## src/rtl/ir_burst_if.sv

```systemverilog
// ir_burst_if -- bundle of control, code-ROM and PWM-generator signals for
// ir_burst_sequencer.
//   master : sequencer side (takes start/abort/code parameters and ROM data,
//            drives ROM address/strobe, PWM controls and status)
//   slave  : environment side (host, code ROM, PWM generator)
// When IR_BURST_REPEAT_EN is defined the bundle also carries repeat_in.
interface ir_burst_if #(
    parameter int ADDR_WIDTH = 8,
    parameter int DUR_WIDTH  = 16,
    parameter int CMP_WIDTH  = 8
);
    logic                   start_in;
    logic                   abort_in;
    logic [ADDR_WIDTH-1:0]  code_base_in;
    logic [ADDR_WIDTH-1:0]  pair_count_in;
    logic [CMP_WIDTH-1:0]   carrier_in;
`ifdef IR_BURST_REPEAT_EN
    logic [3:0]             repeat_in;
`endif
    logic [ADDR_WIDTH-1:0]  rom_addr_out;
    logic                   rom_rd_out;
    logic [2*DUR_WIDTH-1:0] rom_data_in;
    logic                   pwm_reset_out;
    logic                   pwm_update_out;
    logic [CMP_WIDTH-1:0]   pwm_compare_out;
    logic                   pwm_enable_out;
    logic                   busy_out;
    logic                   done_out;

    modport master (
        input  start_in, abort_in, code_base_in, pair_count_in, carrier_in,
`ifdef IR_BURST_REPEAT_EN
        input  repeat_in,
`endif
        input  rom_data_in,
        output rom_addr_out, rom_rd_out, pwm_reset_out, pwm_update_out,
        output pwm_compare_out, pwm_enable_out, busy_out, done_out
    );

    modport slave (
        output start_in, abort_in, code_base_in, pair_count_in, carrier_in,
`ifdef IR_BURST_REPEAT_EN
        output repeat_in,
`endif
        output rom_data_in,
        input  rom_addr_out, rom_rd_out, pwm_reset_out, pwm_update_out,
        input  pwm_compare_out, pwm_enable_out, busy_out, done_out
    );
endinterface

```

## src/rtl/ir_burst_sequencer.sv

```systemverilog
// ir_burst_sequencer -- plays an IR code stored as {mark, space} duration
// pairs in a code ROM by sequencing a PWM carrier generator.
// Ports:
//   clock_in  - system clock, rising edge
//   reset_in  - asynchronous active-high reset
//   bus       - ir_burst_if.master: start/abort/code_base/pair_count/carrier
//               inputs, ROM address/read strobe/data, PWM reset/update/
//               compare/enable outputs, busy/done status
// Optional feature macro IR_BURST_REPEAT_EN: adds repeat_in (latched on
// start); the whole code is replayed that many extra times from the base
// address before DONE, without re-running PWM_RST/LOAD.
module ir_burst_sequencer #(
    parameter int ADDR_WIDTH = 8,
    parameter int DUR_WIDTH  = 16,
    parameter int CMP_WIDTH  = 8,
    parameter int TICK_DIV   = 4
) (
    input  logic     clock_in,
    input  logic     reset_in,
    ir_burst_if.master bus
);
    localparam int TW = (TICK_DIV > 1) ? $clog2(TICK_DIV) : 1;
    localparam logic [TW-1:0] TICK_LAST = TW'(TICK_DIV - 1);

    typedef enum logic [3:0] {
        IDLE, PWM_RST, LOAD, FETCH, WAIT, MARK, SPACE, NEXT, DONE
    } state_t;

    state_t state_q, state_d;

    logic [ADDR_WIDTH-1:0] addr_q;
    logic [ADDR_WIDTH-1:0] remain_q;
    logic [CMP_WIDTH-1:0]  carrier_q;
    logic [DUR_WIDTH-1:0]  mark_q, space_q;
    logic [TW-1:0]         tick_q;
    logic [DUR_WIDTH-1:0]  dur_q;
`ifdef IR_BURST_REPEAT_EN
    logic [ADDR_WIDTH-1:0] base_q;
    logic [ADDR_WIDTH-1:0] count_q;
    logic [3:0]            rep_q;
`endif

    logic                 start_ok;
    logic                 phase_done;
    logic                 last_pair;
    logic                 replay;
    logic [DUR_WIDTH-1:0] dur_sel;

    // Abort in IDLE only suppresses a coincident start.
    assign start_ok  = bus.start_in && !bus.abort_in;
    assign last_pair = (remain_q == ADDR_WIDTH'(1));
`ifdef IR_BURST_REPEAT_EN
    assign replay    = (rep_q != 4'd0);
`else
    assign replay    = 1'b0;
`endif

    // A phase of N units ends on the last tick of the last unit. Zero-length
    // phases are never entered, so dur_sel - 1 cannot underflow here.
    assign dur_sel    = (state_q == MARK) ? mark_q : space_q;
    assign phase_done = (tick_q == TICK_LAST) && (dur_q == dur_sel - DUR_WIDTH'(1));

    always_ff @(posedge clock_in or posedge reset_in) begin
        if (reset_in) state_q <= IDLE;
        else          state_q <= state_d;
    end

    always_comb begin
        state_d             = state_q;
        bus.rom_addr_out    = addr_q;
        bus.rom_rd_out      = 1'b0;
        bus.pwm_reset_out   = 1'b0;
        bus.pwm_update_out  = 1'b0;
        bus.pwm_compare_out = carrier_q;
        bus.pwm_enable_out  = 1'b0;
        bus.busy_out        = (state_q != IDLE);
        bus.done_out        = 1'b0;

        case (state_q)
            IDLE: begin
                if (start_ok)
                    state_d = (bus.pair_count_in == '0) ? DONE : PWM_RST;
            end
            PWM_RST: begin
                bus.pwm_reset_out = 1'b1;
                state_d = LOAD;
            end
            LOAD: begin
                bus.pwm_update_out = 1'b1;
                state_d = FETCH;
            end
            FETCH: begin
                bus.rom_rd_out = 1'b1;
                state_d = WAIT;
            end
            WAIT: begin
                // Skip zero-length phases straight away.
                if (bus.rom_data_in[2*DUR_WIDTH-1:DUR_WIDTH] != '0)
                    state_d = MARK;
                else if (bus.rom_data_in[DUR_WIDTH-1:0] != '0)
                    state_d = SPACE;
                else
                    state_d = NEXT;
            end
            MARK: begin
                bus.pwm_enable_out = 1'b1;
                if (phase_done) state_d = (space_q != '0) ? SPACE : NEXT;
            end
            SPACE: begin
                if (phase_done) state_d = NEXT;
            end
            NEXT: begin
                state_d = (last_pair && !replay) ? DONE : FETCH;
            end
            DONE: begin
                bus.done_out = 1'b1;
                state_d = IDLE;
            end
            default: state_d = IDLE;
        endcase

        if (state_q != IDLE && bus.abort_in) state_d = IDLE;
    end

    // Datapath: latched burst parameters, ROM pointer, pair and phase counters.
    always_ff @(posedge clock_in or posedge reset_in) begin
        if (reset_in) begin
            addr_q    <= '0;
            remain_q  <= '0;
            carrier_q <= '0;
            mark_q    <= '0;
            space_q   <= '0;
            tick_q    <= '0;
            dur_q     <= '0;
`ifdef IR_BURST_REPEAT_EN
            base_q    <= '0;
            count_q   <= '0;
            rep_q     <= '0;
`endif
        end else begin
            case (state_q)
                IDLE: begin
                    if (start_ok) begin
                        addr_q    <= bus.code_base_in;
                        remain_q  <= bus.pair_count_in;
                        carrier_q <= bus.carrier_in;
`ifdef IR_BURST_REPEAT_EN
                        base_q    <= bus.code_base_in;
                        count_q   <= bus.pair_count_in;
                        rep_q     <= bus.repeat_in;
`endif
                    end
                end
                WAIT: begin
                    mark_q  <= bus.rom_data_in[2*DUR_WIDTH-1:DUR_WIDTH];
                    space_q <= bus.rom_data_in[DUR_WIDTH-1:0];
                end
                NEXT: begin
`ifdef IR_BURST_REPEAT_EN
                    if (last_pair && replay) begin
                        addr_q   <= base_q;
                        remain_q <= count_q;
                        rep_q    <= rep_q - 4'd1;
                    end else begin
                        addr_q   <= addr_q + ADDR_WIDTH'(1);
                        remain_q <= remain_q - ADDR_WIDTH'(1);
                    end
`else
                    addr_q   <= addr_q + ADDR_WIDTH'(1);
                    remain_q <= remain_q - ADDR_WIDTH'(1);
`endif
                end
                default: ;
            endcase

            // Prescaler and duration counter run only while staying in a
            // MARK/SPACE phase; any state change restarts them from zero.
            if ((state_q == MARK || state_q == SPACE) && state_d == state_q) begin
                if (tick_q == TICK_LAST) begin
                    tick_q <= '0;
                    dur_q  <= dur_q + DUR_WIDTH'(1);
                end else begin
                    tick_q <= tick_q + TW'(1);
                end
            end else begin
                tick_q <= '0;
                dur_q  <= '0;
            end
        end
    end
endmodule
```

## src/flat_wrapper.sv

```systemverilog
// flat-port wrapper written by rule: the top's interface ports become plain ports
module ir_burst_sequencer_flat 
#(
    parameter int ADDR_WIDTH = 8,
    parameter int DUR_WIDTH  = 16,
    parameter int CMP_WIDTH  = 8,
    parameter int TICK_DIV   = 4
)
  (clock_in, reset_in, bus_start_in, bus_abort_in, bus_code_base_in, bus_pair_count_in, bus_carrier_in, bus_rom_data_in, bus_rom_addr_out, bus_rom_rd_out, bus_pwm_reset_out, bus_pwm_update_out, bus_pwm_compare_out, bus_pwm_enable_out, bus_busy_out, bus_done_out);
  ir_burst_if #(.ADDR_WIDTH(ADDR_WIDTH), .DUR_WIDTH(DUR_WIDTH), .CMP_WIDTH(CMP_WIDTH)) bus_i ();
  input  logic clock_in;
  input  logic reset_in;
  input wire logic [$bits(bus_i.start_in)-1:0] bus_start_in;
  input wire logic [$bits(bus_i.abort_in)-1:0] bus_abort_in;
  input wire logic [$bits(bus_i.code_base_in)-1:0] bus_code_base_in;
  input wire logic [$bits(bus_i.pair_count_in)-1:0] bus_pair_count_in;
  input wire logic [$bits(bus_i.carrier_in)-1:0] bus_carrier_in;
  input wire logic [$bits(bus_i.rom_data_in)-1:0] bus_rom_data_in;
  output wire logic [$bits(bus_i.rom_addr_out)-1:0] bus_rom_addr_out;
  output wire logic [$bits(bus_i.rom_rd_out)-1:0] bus_rom_rd_out;
  output wire logic [$bits(bus_i.pwm_reset_out)-1:0] bus_pwm_reset_out;
  output wire logic [$bits(bus_i.pwm_update_out)-1:0] bus_pwm_update_out;
  output wire logic [$bits(bus_i.pwm_compare_out)-1:0] bus_pwm_compare_out;
  output wire logic [$bits(bus_i.pwm_enable_out)-1:0] bus_pwm_enable_out;
  output wire logic [$bits(bus_i.busy_out)-1:0] bus_busy_out;
  output wire logic [$bits(bus_i.done_out)-1:0] bus_done_out;
  assign bus_i.start_in = bus_start_in;
  assign bus_i.abort_in = bus_abort_in;
  assign bus_i.code_base_in = bus_code_base_in;
  assign bus_i.pair_count_in = bus_pair_count_in;
  assign bus_i.carrier_in = bus_carrier_in;
  assign bus_i.rom_data_in = bus_rom_data_in;
  assign bus_rom_addr_out = bus_i.rom_addr_out;
  assign bus_rom_rd_out = bus_i.rom_rd_out;
  assign bus_pwm_reset_out = bus_i.pwm_reset_out;
  assign bus_pwm_update_out = bus_i.pwm_update_out;
  assign bus_pwm_compare_out = bus_i.pwm_compare_out;
  assign bus_pwm_enable_out = bus_i.pwm_enable_out;
  assign bus_busy_out = bus_i.busy_out;
  assign bus_done_out = bus_i.done_out;
  ir_burst_sequencer #(.ADDR_WIDTH(ADDR_WIDTH), .DUR_WIDTH(DUR_WIDTH), .CMP_WIDTH(CMP_WIDTH), .TICK_DIV(TICK_DIV)) u_core (.clock_in(clock_in), .reset_in(reset_in), .bus(bus_i));
endmodule
```

## config.mk

```make
export PLATFORM = sky130hd
export DESIGN_NAME = ir_burst_sequencer_flat
export DESIGN_NICKNAME = d
export VERILOG_FILES = /design/src/rtl/ir_burst_if.sv /design/src/rtl/ir_burst_sequencer.sv /design/src/flat_wrapper.sv
export SDC_FILE = /design/constraint.sdc
export NUM_CORES = 1
export LEC_CHECK = 0
export ABC_AREA = 1
export CORE_UTILIZATION = 35
export DETAILED_ROUTE_END_ITERATION = 7
export SLEW_MARGIN = 20
export SYNTH_ARGS = -nofsm -noshare
export SYNTH_HDL_FRONTEND = slang
export SYNTH_SLANG_ARGS = --single-unit
export TNS_END_PERCENT = 100
```

## constraint.sdc

```tcl
create_clock -name clock_in -period 2.8 [get_ports clock_in]
set_clock_uncertainty 0.1 [all_clocks]
set_input_delay 0.56 -clock clock_in [delete_from_list [all_inputs] [get_ports clock_in]]
set_output_delay 0.56 -clock clock_in [all_outputs]
set_load 0.005 [all_outputs]
```

* Word level (Yosys, flattened, before mapping)
Index checks and enable logic that the tools add are counted.
Operators by class: equality and inequality tests 14, reductions and logical operators 15, $add $sub $neg 5, muxes and demuxes 24
Operator list (count):
- $mux 16 | 3
- $reduce_bool 16->1 | 3
- $pmux 4 s8 | 1
- $pmux 8 s2 | 2
- $mux 4 | 7
- $add 16x1->16 const B | 1
- $eq 16x16->1 | 1
- $eq 4x3->1 const B | 4
- $mux 8 | 2
- $sub 16x1->16 const B | 1
- $add 8x1->8 const B | 1
- $eq 4x2->1 const B | 2
- $eq 8x1->1 const B | 1
- $logic_not 8->1 | 1
- $sub 8x1->8 const B | 1
- $mux 1 | 7
- $eq 4x1->1 const B | 1
- $eq 4x4->1 | 1
- $eq 4x4->1 const B | 1
- $logic_and 1x1->1 | 4
- $logic_not 4->1 | 1
- $mux 2 | 2
- $reduce_and 2->1 | 2
- $reduce_bool 4->1 | 1
- other kinds (7) | 7
Word-level totals: register bits 78, input port bits 60, output and inout bits 22, logic and storage cells 66

* Depth between registers and ports, before layout
Gate-level depths: netlist (run 1).
depth after elaboration 11, mapped depth 26, mapped depth without buffers 24

* Worst setup path after synthesis (run 1)
OpenSTA, ideal clock, no wires.
path kind register to register, start point register u_core.state_q[0], end point register u_core.dur_q[0], setup time 0.121 ns, data arrival time 2.547 ns, path buffers 2, slack 0.033 ns, cell stages (with the launch flop) 26, required time 2.579 ns, clock period less this slack 2.767 ns, cells stage by stage dfrtp_1 > inv_2 > nor2_4 > nand2_2 > buf_6 > nand2_1 > nand2_1 > ha_1 > nand2_1 > nor2_4 > nand2_1 > nand2_1 > nand2_1 > nand2_1 > nand2_1 > nor2_1 > nand2_1 > nor2_4 > nand3_2 > a21oi_2 > nand2_1 > nand2_1 > inv_2 > nand2_4 > buf_12 > nor2_2
Between the ends: longest elaborated chain between the ends 11, elaborated cells between the ends (all ways) 24, those cells by class add/sub (1); eq/ne (10); mux (7); reduce/logical (6)
RTL lines:
- start: declaration | line ir_burst_sequencer.sv:29 | state_t state_q, state_d;
- start signal: assignment | line ir_burst_sequencer.sv:65 | else state_q <= state_d;
- $eq 4x3->1 | line ir_burst_sequencer.sv:60, ir_burst_sequencer.sv:79
- $mux 16 | line ir_burst_sequencer.sv:60 | assign dur_sel = (state_q == MARK) ? mark_q : space_q;
- $sub 16x1->16 | line ir_burst_sequencer.sv:61 | assign phase_done = (tick_q == TICK_LAST) && (dur_q == dur_sel - DUR_WIDTH'(1));
- $eq 16x16->1 | line ir_burst_sequencer.sv:61
- $logic_and 1x1->1 | line ir_burst_sequencer.sv:61
- $mux 4, on equally long branches | line ir_burst_sequencer.sv:110, ir_burst_sequencer.sv:107
- $pmux 4 s8 | line ir_burst_sequencer.sv:79 | case (state_q)
- $mux 4 (*) | line ir_burst_sequencer.sv:122 | if (state_q != IDLE && bus.abort_in) state_d = IDLE;
- named net u_core.state_d[1] | line ir_burst_sequencer.sv:29
- $eq 4x4->1 (*) | line ir_burst_sequencer.sv:178 | if ((state_q == MARK || state_q == SPACE) && state_d == state_q) begin
- $logic_and 1x1->1 (*) | line ir_burst_sequencer.sv:178
- $ne 2x2->1 (no source line) or $mux 16 (tied branches)
- end signal: assignment | line ir_burst_sequencer.sv:181 | dur_q <= dur_q + DUR_WIDTH'(1);
- end: declaration | line ir_burst_sequencer.sv:36 | logic [DUR_WIDTH-1:0] dur_q;
Mark *: on every way through the listed nets, which the timed path passes. The rest lies on a longest branch. A chain may end at the register's enable or synchronous reset.

* Worst setup path in the final report (run 1)
start point register u_core.state_q[1], end point register u_core.dur_q[15]
Between the ends: longest elaborated chain between the ends 11, elaborated cells between the ends (all ways) 24, those cells by class add/sub (1); eq/ne (10); mux (7); reduce/logical (6)
RTL lines (line):
- $eq 4x3->1 | ir_burst_sequencer.sv:60, ir_burst_sequencer.sv:79, ir_burst_sequencer.sv:178
- $mux 16 | ir_burst_sequencer.sv:60
- $sub 16x1->16 | ir_burst_sequencer.sv:61
- $eq 16x16->1 | ir_burst_sequencer.sv:61
- $logic_and 1x1->1 | ir_burst_sequencer.sv:61
- $mux 4, on equally long branches | ir_burst_sequencer.sv:110, ir_burst_sequencer.sv:107
- $pmux 4 s8 | ir_burst_sequencer.sv:79
- $mux 4 | ir_burst_sequencer.sv:122
- $eq 4x4->1 | ir_burst_sequencer.sv:178
- $logic_and 1x1->1 (*) | ir_burst_sequencer.sv:178
- $ne 2x2->1 (no source line) or $mux 16 (tied branches)
Every way passes the cells marked *; elsewhere a longest branch is shown, timed or not.

==> flow_summary.rst, run 1 <==
.. list-table::
   :header-rows: 1

   * - Metric
     - Value
   * - Finished layout cell area
     - 6750 µm²
   * - Netlist area before placement
     - 4810 µm²
   * - Pre-antenna DRT Iters
     - 5
   * - Total Routed Length
     - 14.0 mm
   * - Final worst-path setup slack
     - -0.126 ns
   * - Half-perimeter wire length after placement
     - 10.3 mm
   * - Final max-slew violation count
     - 0
   * - Worst-path clk slew
     - 0.06 ns
   * - Residual overflow from global routing
     - 0
   * - PortBufs
     - 81
   * - Area share of the largest cell type after synthesis
     - 0.406
   * - GP Congestion
     - 0.882
   * - Worst Tran Pin Value
     - 0.607 ns
   * - Leading area contributor after synthesis
     - dfrtp_1
   * - Non-Filler Instances
     - 961
   * - Critical path data arrival time
     - 3.10 ns
   * - Clock latency at the later pin of the worst-skew pair
     - 0.35 ns
   * - Remaining design rule violation count
     - 0
   * - Type of destination of the critical path
     - flop
   * - Via density
     - 4.91
   * - Highest-count cells in the layout ignoring fill and taps
     - nand2_1, clkdlybuf4s50_1, dfrtp_1
   * - Class of the tightest hold or removal check
     - flop to flop
   * - Peak Freq
     - 342 MHz
   * - Critical path data required time
     - 2.98 ns
   * - Largest net degree at the start of global routing
     - 79
   * - Pwr dens
     - 959 nW/µm²
   * - Shortest period the worst path allows
     - 2.93 ns
   * - Filler cells
     - 1,286
   * - Area of the core
     - 13,300 µm²
   * - Number of vias in the routed layout
     - 4,721
   * - Count of hold-fix buffers inserted at cts
     - 0
   * - Most common library cell in the layout ignoring fill and taps
     - nand2_1
   * - Final antenna-violating net count
     - 0
   * - Highest net fanout along the worst path
     - 6
   * - Count of maximum capacitance violations
     - 0
   * - Violated checks
     - setup timing
   * - Setup Crit Path Kind
     - flop to flop
   * - Portion of the post-synthesis area used by sequential elements
     - 0.406
   * - Depth of the worst register-to-register path
     - 22
   * - Net total in the final layout
     - 846
   * - Worst hold slack
     - 0.379 ns
   * - Worst-case clock buffer depth
     - 2
   * - Initial DRC count
     - 307
   * - Number of synthesis warnings
     - 0
   * - Post-Route Setup TNS
     - -1.79 ns
   * - Clock sinks
     - 78
   * - Count of final hold-check violations
     - 0
   * - H-tree depth
     - 3
   * - Register bit count reported by yosys
     - 78
   * - Cell count after placement
     - 929
   * - Placement-stage cell area
     - 6040 µm²
   * - RSZ-0062 raised after global routing
     - true
   * - Worst voltage drop across the vdd grid
     - 0.000428 V
   * - Die Outline Area
     - 14,200 µm²
   * - Crit share post-route
     - 1.05
   * - Worst rel slew slack
     - 0.592
   * - Rows
     - 42
   * - Run status
     - complete, but fails checks
   * - Ant diodes
     - 0
   * - Number of antenna violations at the first check in global routing
     - 0
   * - Global-route wire length before repair
     - 23.9 mm
   * - Starting density of the core
     - 0.362
   * - Post-synthesis instance total
     - 656
   * - Via count of the first global-routing pass
     - 4,982
   * - Final setup fails
     - 18
   * - Cell types occupying the most area after synthesis
     - dfrtp_1, nand2_1, inv_1
   * - Horizontal die dimension
     - 119 µm
   * - Number of nets in the synthesized netlist
     - 722
   * - Pleak
     - 3.03 nW
   * - Y dimension of the die
     - 119 µm
   * - Overall power after layout
     - 6.48 mW
   * - Layout-stage area growth over the synthesis result
     - 40.4%
   * - Clock tree from TritonCTS
     - yes
   * - CP Launch Type
     - flop
   * - Cells on Worst Hold Path
     - 2
   * - Number of buffers created by CTS
     - 9
   * - Cell at the root of the clock tree
     - clkbuf_16
   * - All-Layer GR Usage
     - 0.214
   * - Post-synthesis average cell area
     - 7.33 µm²
   * - Fraction of final layout cells sized beyond drive strength 1
     - 0.196
   * - Boundary Pins
     - 82
   * - Detail-routed net length per standard cell
     - 14.6 µm
   * - Cell variety after synth
     - 42
[state kept, by name, summed over array words and instances, names as in the netlist]
| name | count |
|---|---|
| u_core.remain_q | 8 |
| u_core.mark_q | 16 |
| u_core.space_q | 16 |
| u_core.tick_q | 2 |
| u_core.bus.pwm_compare_out | 8 |
| u_core.state_q | 4 |
| u_core.dur_q | 16 |
| u_core.bus.rom_addr_out | 8 |
[layout make-up]
| type | count | area (µm²) | share of cell area |
|---|---|---|---|
| Clock buffer | 10 | 239 | 0.0354 |
| Clock inverter | 6 | 116 | 0.0172 |
| Inverter | 84 | 318 | 0.0471 |
| Multi-Input combinational cell | 479 | 2690 | 0.398 |
| Sequential cell | 78 | 1950 | 0.289 |
| Tap cell | 176 | 220 | 0.0326 |
| Timing Repair Buffer | 128 | 1220 | 0.181 |
[power breakdown]
part           total, mW  leakage (nW)  switching, mW  internal, mW
sequential          1.83         0.987          0.285          1.55
clock               1.40         0.174          0.495         0.903
combinational       3.25          1.87           1.86          1.39
[logic make-up after synthesis]
| logic type | synth area share |
|---|---|
| AND/OR/NAND/NOR | 0.354 |
| flip-flops | 0.406 |
| multiplexers | 0.00208 |
| AO/OA/AOI/OAI | 0.0869 |
| XOR/XNOR | 0.0492 |
| buffers and inverters | 0.0867 |
| adder cells (fa/ha/maj) | 0.0156 |
[final timing paths]
path                                                from                            end  slack (ns)
max                                    u_core.state_q[1]               u_core.dur_q[15]       -0.13
min                        u_core.bus.pwm_compare_out[4]  u_core.bus.pwm_compare_out[4]        0.38
max reg2reg                            u_core.state_q[1]               u_core.dur_q[15]       -0.13
min reg2reg                u_core.bus.pwm_compare_out[4]  u_core.bus.pwm_compare_out[4]        0.38
max in group asynchronous                       reset_in  u_core.bus.pwm_compare_out[3]        1.74
min in group asynchronous                       reset_in               u_core.tick_q[1]        0.52
[critical path, cell delays in order, from the launching register on]
cell,delay (ns)
dfrtp_1,0.43
nor2_4,0.22
nand2_4,0.11
buf_4,0.15
o21ai_4,0.18
nand2_2,0.13
nor2_4,0.19
nand2_2,0.12
nand2_2,0.11
nand2_1,0.06
nand2_1,0.05
nand2_1,0.04
inv_1,0.05
nand2_2,0.06
nor2_4,0.14
nand3_2,0.08
nand2_1,0.08
nand2_1,0.06
nand2_2,0.08
nand2_2,0.06
nand3_4,0.15
nand2_4,0.11
nor2_2,0.11
[Yosys cell counts (all sizes together)]
master / count
nand2: 213
inv: 83
dfrtp: 78
nor2: 71
nand3: 42
o21ai: 39
xor2: 22
nor4: 19
clkbuf: 13
nand4: 9
a21oi: 8
nand3b: 8
nor3: 7
o211ai: 7
ha: 6
buf: 5
xnor2: 5
a31oi: 4
or2: 3
o22ai: 2
o31ai: 2
a211oi: 1
a221oi: 1
a32o: 1
a41oi: 1
clkinv: 1
mux2i: 1
nor3b: 1
o2111a: 1
o21bai: 1
o221ai: 1
[per-layer routing]
metal | routed length [µm] | track usage | up-vias | part of all wire
met5 | 0 | 0 | - | 0
met4 | 341 | 0.0997 | 0 | 0.024
met3 | 701 | 0.0460 | 25 | 0.050
met2 | 6820 | 0.362 | 128 | 0.49
met1 | 6150 | 0.260 | 2208 | 0.44
li1 | - | - | 2360 | -
[what timing repair did]
| item | in CTS | in global routing |
|---|---|---|
| setup endpoints to repair | 18 | 19 |
| cloned | 3 | 0 |
| buffers inserted | 6 | 8 |
| resized for setup | 15 | 51 |
| endpoints found under the hold margin | 0 | 0 |
| pin swaps | 13 | 39 |
[stage by stage]
stage               worst slack, ns  utilization
detailed placement           -0.168        0.454
global placement             -0.135        0.454
floorplan                    0.0328            -
global route                 -0.275        0.508
finish                       -0.126        0.508
CTS                         -0.0325        0.491
(Power assumes the default switching activity.)
==> inputs of run 2 (changes only) <==
--- a/config.mk
+++ b/config.mk
@@ -7,7 +7,9 @@
 export LEC_CHECK = 0
 export ABC_AREA = 1
 export CORE_UTILIZATION = 35
+export CTS_BUF_LIST = sky130_fd_sc_hd__clkbuf_2 sky130_fd_sc_hd__clkbuf_4 sky130_fd_sc_hd__clkbuf_8
 export DETAILED_ROUTE_END_ITERATION = 7
+export HOLD_SLACK_MARGIN = 0.08
 export SLEW_MARGIN = 20
 export SYNTH_ARGS = -nofsm -noshare
 export SYNTH_HDL_FRONTEND = slang
==> run 2 against run 1 <==
Highest routed layer unchanged. The run still ends with setup timing left. Global-route usage shrank 0.11 points. Core utilization shrank 0.88 points. Hold slack gained 0.0011 ns. Register-to-register slack is essentially flat. Maximum frequency grew 0.40%. Combinational power shrank 1%.
==> flow_summary.rst, run 2 (synthesized netlist as in run 1, its figures left out) <==
.. list-table::
   :header-rows: 1

   * - Metric
     - Value
   * - Horizontal die dimension
     - 119 µm
   * - Setup Crit Path Kind
     - flop to flop
   * - Worst setup path startpoint
     - u_core.state_q[1]
   * - GP Congestion
     - 0.882
   * - Largest regs
     - u_core.dur_q: 16 flops, u_core.mark_q: 16 flops, u_core.space_q: 16 flops
   * - Worst Tran Pin Value
     - 0.568 ns
   * - Initial DRC count
     - 272
   * - Via count of the first global-routing pass
     - 4,908
   * - CP max stage delay
     - 0.43 ns
   * - Largest net degree at the start of global routing
     - 79
   * - Via density
     - 4.89
   * - Ant diodes
     - 0
   * - PortBufs
     - 81
   * - Pwr dens
     - 923 nW/µm²
   * - Number of vias in the routed layout
     - 4,698
   * - Cells on Worst Hold Path
     - 2
   * - Area of the core
     - 13,300 µm²
   * - Count of maximum capacitance violations
     - 0
   * - RSZ-0062 raised after global routing
     - true
   * - Highest net fanout along the worst path
     - 6
   * - Run status
     - complete, but fails checks
   * - Non-Filler Instances
     - 961
   * - Net total in the final layout
     - 846
   * - Number of antenna violations at the first check in global routing
     - 0
   * - Worst-case clock buffer depth
     - 2
   * - Remaining design rule violation count
     - 0
   * - Clock latency at the later pin of the worst-skew pair
     - 0.38 ns
   * - H-tree depth
     - 3
   * - Shortest period the worst path allows
     - 2.91 ns
   * - Crit share post-route
     - 1.04
   * - Worst rel slew slack
     - 0.618
   * - Most repeated library cell on the critical path
     - nand2_2
   * - Final setup fails
     - 18
   * - Global-route wire length before repair
     - 23.6 mm
   * - Final worst-path setup slack
     - -0.115 ns
   * - Clock sinks
     - 78
   * - Cell count after placement
     - 929
   * - Y dimension of the die
     - 119 µm
   * - Worst voltage drop across the vdd grid
     - 0.000410 V
   * - Peak Freq
     - 343 MHz
   * - Cell type of the slowest stage on the worst timing path
     - dfrtp_1
   * - Boundary Pins
     - 82
   * - Cell at the root of the clock tree
     - clkbuf_8
   * - All-Layer GR Usage
     - 0.213
   * - Pleak
     - 2.98 nW
   * - Capture point of the worst reg-to-reg path
     - u_core.dur_q[3]
   * - Depth of the worst register-to-register path
     - 22
   * - Critical path data required time
     - 3.01 ns
   * - Layout-stage area growth over the synthesis result
     - 38.0%
   * - Rows
     - 42
   * - Residual overflow from global routing
     - 0
   * - Capturing element of the worst setup path
     - u_core.dur_q[3]
   * - Finished layout cell area
     - 6640 µm²
   * - Starting density of the core
     - 0.362
   * - Ordered cell list for the critical path
     - nor2_4, nand2_4, buf_4, o21ai_4, nand2_2, nor2_4, nand2_2, nand2_2, nand2_1, nand2_1, nand2_1, inv_1, nand2_2, nor2_4, nand3_2, nand2_1, nand2_1, nand2_2, nand2_2, nand3_4, nand2_4, nor2_2
   * - Startpoint of the worst register-to-register path
     - u_core.state_q[1]
   * - Register-to-register setup slack
     - -0.11 ns
   * - Total Routed Length
     - 13.8 mm
   * - CP Launch Type
     - flop
   * - Detail-routed net length per standard cell
     - 14.4 µm
   * - Fraction of final layout cells sized beyond drive strength 1
     - 0.194
   * - Count of final hold-check violations
     - 0
   * - Most common library cell in the layout ignoring fill and taps
     - nand2_1
   * - Placement-stage cell area
     - 6040 µm²
   * - Final antenna-violating net count
     - 0
   * - Half-perimeter wire length after placement
     - 10.3 mm
   * - Number of buffers created by CTS
     - 9
   * - Pre-antenna DRT Iters
     - 6
   * - Final max-slew violation count
     - 0
   * - Type of destination of the critical path
     - flop
   * - Class of the tightest hold or removal check
     - flop to flop
   * - Worst-path clk slew
     - 0.08 ns
   * - Critical path data arrival time
     - 3.12 ns
   * - Die Outline Area
     - 14,200 µm²
   * - Clock tree from TritonCTS
     - yes
   * - Filler cells
     - 1,312
   * - Violated checks
     - setup timing
   * - Count of hold-fix buffers inserted at cts
     - 0
   * - Highest-count cells in the layout ignoring fill and taps
     - nand2_1, clkdlybuf4s50_1, dfrtp_1
[run 2: worst min path at each step]
stage / to / slack (ns) / start
3_3_place_gp: u_core.bus.pwm_compare_out[0] / 0.35 / u_core.bus.pwm_compare_out[0]
2_1_floorplan: u_core.mark_q[12] / 0.33 / u_core.mark_q[12]
4_1_cts: u_core.bus.pwm_compare_out[0] / 0.39 / u_core.bus.pwm_compare_out[0]
5_1_grt: u_core.bus.pwm_compare_out[5] / 0.41 / u_core.bus.pwm_compare_out[5]
3_5_place_dp: u_core.bus.pwm_compare_out[5] / 0.36 / u_core.bus.pwm_compare_out[5]
6_report: u_core.bus.pwm_compare_out[0] / 0.38 / u_core.bus.pwm_compare_out[0]
[run 2: metal layers]
layer  GRT usage  wire, µm
met2       0.362      6790
met4      0.0902       242
met5           0         0
met1       0.258      6080
met3      0.0508       714
[run 2: layout make-up]
class                   instances  area, µm²  share of cell area
clock inverters                 6        116              0.0175
clock buffers                  10        138              0.0207
flip-flops and latches         78       1950               0.294
repair buffers                128       1220               0.184
multi-input cells             479       2670               0.403
inverters                      84        318              0.0479
well taps                     176        220              0.0332
[run 2: where the power goes]
group          internal, mW  total [mW]  switching (mW)  leakage [nW]
sequential             1.54        1.83           0.281         0.987
combinational          1.38        3.21            1.83          1.87
clock                 0.624        1.09           0.462         0.127
[run 2: worst max-delay path: cells and delay by family (launching register included)]
kind	cells	cell delay, ns
flip-flops	1	0.43
AO/OA/AOI/OAI	1	0.17
buffers and inverters	2	0.21
AND/OR/NAND/NOR	19	1.95
[run 2: metrics by stage]
stage               setup slack, ns  power [mW]  hold slack, ns  utilization  TNS, ns
global placement             -0.135        4.59           0.352        0.454    -2.21
global route                 -0.270        6.61           0.406        0.499    -4.45
floorplan                    0.0328        3.53           0.333            -        0
detailed placement           -0.168        4.63           0.365        0.454    -2.61
finish                       -0.115        6.12           0.380        0.499    -1.62
CTS                         -0.0336        5.96           0.389        0.486   -0.517
[run 2: repair_timing]
| item | in CTS | in global routing |
|---|---|---|
| pin swaps | 16 | 35 |
| endpoints found under the setup margin | 18 | 19 |
| gates resized for setup | 21 | 41 |
| cloned | 3 | 0 |
| setup buffers | 8 | 6 |
==> inputs of run 3 (changes only) <==
--- a/config.mk
+++ b/config.mk
@@ -6,6 +6,8 @@
 export NUM_CORES = 1
 export LEC_CHECK = 0
 export ABC_AREA = 1
+export CAP_MARGIN = 20
+export CORE_ASPECT_RATIO = 1.75
 export CORE_UTILIZATION = 35
 export CTS_BUF_LIST = sky130_fd_sc_hd__clkbuf_2 sky130_fd_sc_hd__clkbuf_4 sky130_fd_sc_hd__clkbuf_8
 export DETAILED_ROUTE_END_ITERATION = 7
==> run 3 against run 2 <==
The run still ends with setup timing left. Clock-buffer cell count did not move. Sequential cell count did not move. Non-clock buffer count rose by 12. Sequential share of layout area fell by 0.14 points. Sequential power barely moved. Total power fell by 1.2%. Hold slack got worse by 0.019 ns. Worst setup slack improved by 0.021 ns. Cell count rose by 1.0%. Core utilization fell by 0.093 points. Critical path type unchanged. Largest power group unchanged.
==> flow_summary.rst, run 3 (synthesized netlist as in run 1, its figures left out) <==
.. list-table::
   :header-rows: 1

   * - Metric
     - Value
   * - RSZ-0062 raised after global routing
     - true
   * - Critical path data arrival time
     - 3.09 ns
   * - Ant diodes
     - 0
   * - Most common library cell in the layout ignoring fill and taps
     - nand2_1
   * - Number of buffers created by CTS
     - 9
   * - Cell at the root of the clock tree
     - clkbuf_8
   * - Highest-count cells in the layout ignoring fill and taps
     - nand2_1, clkdlybuf4s50_1, dfrtp_1
   * - Clk network pwr share
     - 0.163
   * - Number of antenna violations at the first check in global routing
     - 0
   * - Y dimension of the die
     - 157 µm
   * - Reg power frac
     - 0.302
   * - Worst-case clock buffer depth
     - 2
   * - Switching Power
     - 2.57 mW
   * - Violated checks
     - setup timing
   * - Post-place setup slack
     - -0.222 ns
   * - CP Launch Type
     - flop
   * - Critical path data required time
     - 2.99 ns
   * - Rows
     - 56
   * - Cell type of the slowest stage on the worst timing path
     - dfrtp_1
   * - Final worst-path setup slack
     - -0.0932 ns
   * - Run status
     - complete, but fails checks
   * - Count of maximum capacitance violations
     - 0
   * - Residual overflow from global routing
     - 0
   * - Initial DRC count
     - 242
   * - Placement-stage cell area
     - 6150 µm²
   * - Half-perimeter wire length after placement
     - 11.7 mm
   * - CP max stage delay
     - 0.42 ns
   * - Total Routed Length
     - 15.1 mm
   * - P_int
     - 3.48 mW
   * - Combinational power share
     - 0.536
   * - GP Congestion
     - 0.879
   * - Worst rel slew slack
     - 0.585
   * - Class of the tightest hold or removal check
     - primary input to async pin
   * - Area of the core
     - 13,400 µm²
   * - Final max-slew violation count
     - 0
   * - Worst Tran Pin Value
     - 0.617 ns
   * - Largest regs
     - u_core.dur_q: 16 flops, u_core.mark_q: 16 flops, u_core.space_q: 16 flops
   * - H-tree depth
     - 3
   * - Global-route wire length before repair
     - 24.2 mm
   * - Count of final hold-check violations
     - 0
   * - Fraction of final layout cells sized beyond drive strength 1
     - 0.194
   * - Via count of the first global-routing pass
     - 5,010
   * - Pleak
     - 3.01 nW
   * - Remaining design rule violation count
     - 0
   * - Pre-antenna DRT Iters
     - 5
   * - Crit share post-route
     - 1.03
   * - Final antenna-violating net count
     - 0
   * - Largest net degree at the start of global routing
     - 58
   * - Number of vias in the routed layout
     - 4,881
   * - Shortest period the worst path allows
     - 2.89 ns
   * - Type of destination of the critical path
     - flop
   * - Finished layout cell area
     - 6670 µm²
   * - Via density
     - 5.03
   * - Clock latency at the later pin of the worst-skew pair
     - 0.37 ns
   * - Horizontal die dimension
     - 90.6 µm
   * - PortBufs
     - 81
   * - Detail-routed net length per standard cell
     - 15.6 µm
   * - Switching power share of the total
     - 0.425
   * - Depth of the worst register-to-register path
     - 21
   * - Die Outline Area
     - 14,200 µm²
   * - Starting density of the core
     - 0.359
   * - Layout-stage area growth over the synthesis result
     - 38.6%
   * - Clock tree from TritonCTS
     - yes
   * - Highest net fanout along the worst path
     - 7
   * - Most repeated library cell on the critical path
     - nand2_2
   * - Ordered cell list for the critical path
     - nor2_4, buf_6, nand3b_1, nand2_2, ha_4, nand2_4, nor2_4, nand2_2, nand2_2, nand2_2, nand2_2, o211ai_1, nor2_4, nand3_2, nand2_1, nand2_1, nand2_2, nand2_2, nand3_4, nand2_8, nor2_1
   * - All-Layer GR Usage
     - 0.221
   * - Worst-path clk slew
     - 0.08 ns
   * - Setup Crit Path Kind
     - flop to flop
   * - Count of hold-fix buffers inserted at cts
     - 0
   * - Worst voltage drop across the vdd grid
     - 0.000449 V
   * - Net total in the final layout
     - 858
   * - Boundary Pins
     - 82
   * - Clock sinks
     - 78
   * - Final setup fails
     - 18
   * - Worst hold slack
     - 0.361 ns
   * - Peak Freq
     - 346 MHz
   * - Pwr dens
     - 908 nW/µm²
[run 3: cell count changes in the layout (fill, tap and decap cells not counted), sizes merged]
| cell | previous run | this run |
|---|---|---|
| clkinv | 2 | 1 |
| buf | 47 | 59 |
| clkinvlp | 0 | 2 |
| bufinv | 3 | 2 |
[run 3: layout make-up]
type	count	area, µm²
Clock buffer	10	138
Sequential cell	78	1950
Tap cell	174	218
Inverter	84	318
Clock inverter	6	92.6
Multi-Input combinational cell	479	2660
Fill cell	1325	6720
Timing Repair Buffer	140	1290
[run 3: critical path: cells and delay by family (launching register included)]
| kind | cells | cell delay (ns) |
|---|---|---|
| AO/OA/AOI/OAI | 1 | 0.14 |
| buffers and inverters | 1 | 0.13 |
| adder cells (fa/ha/maj) | 1 | 0.16 |
| flip-flops | 1 | 0.42 |
| AND/OR/NAND/NOR | 18 | 1.87 |
[run 3: final timing paths]
check	from	endpoint	slack, ns
setup / recovery	u_core.state_q[3]	u_core.dur_q[12]	-0.09
hold reg to reg	u_core.bus.pwm_compare_out[1]	u_core.bus.pwm_compare_out[1]	0.38
max in group asynchronous	reset_in	u_core.space_q[13]	1.63
min in group clock_in	u_core.bus.pwm_compare_out[1]	u_core.bus.pwm_compare_out[1]	0.38
setup reg to reg	u_core.state_q[3]	u_core.dur_q[12]	-0.09
hold / removal	reset_in	u_core.bus.rom_addr_out[6]	0.36
[run 3: power groups by stage]
stage               Combinational (mW)  Clock [mW]  Sequential (mW)
finish                            3.24       0.984             1.82
global route                      3.57        1.06             1.87
CTS                               3.19        1.01             1.83
detailed placement                2.92           0             1.84
global placement                  2.88           0             1.84
floorplan                         1.74           0             1.78
[run 3: repair_timing]
item,4_1_cts,5_1_grt
gates cloned,3,0
buffers inserted,6,2
endpoints found under the setup margin,18,20
resized for setup,35,17
pin swaps,17,21
[run 3: stage by stage]
step           utilization  total power [mW]  TNS (ns)  cells
2_1_floorplan            -              3.53         0    656
3_3_place_gp         0.460              4.72     -2.86    944
3_5_place_dp         0.460              4.76     -3.62    944
4_1_cts              0.492              6.02    -0.980    969
5_1_grt              0.498              6.50     -4.61    971
6_report             0.498              6.05     -1.39    971
[run 3: routing by layer]
layer / global-route usage / routed length [µm] / vias to the layer above
li1: - / - / 2374
met1: 0.205 / 5090 / 2332
met2: 0.439 / 8640 / 133
met3: 0.0430 / 613 / 42
met4: 0.130 / 786 / 0
met5: 0 / 0 / -
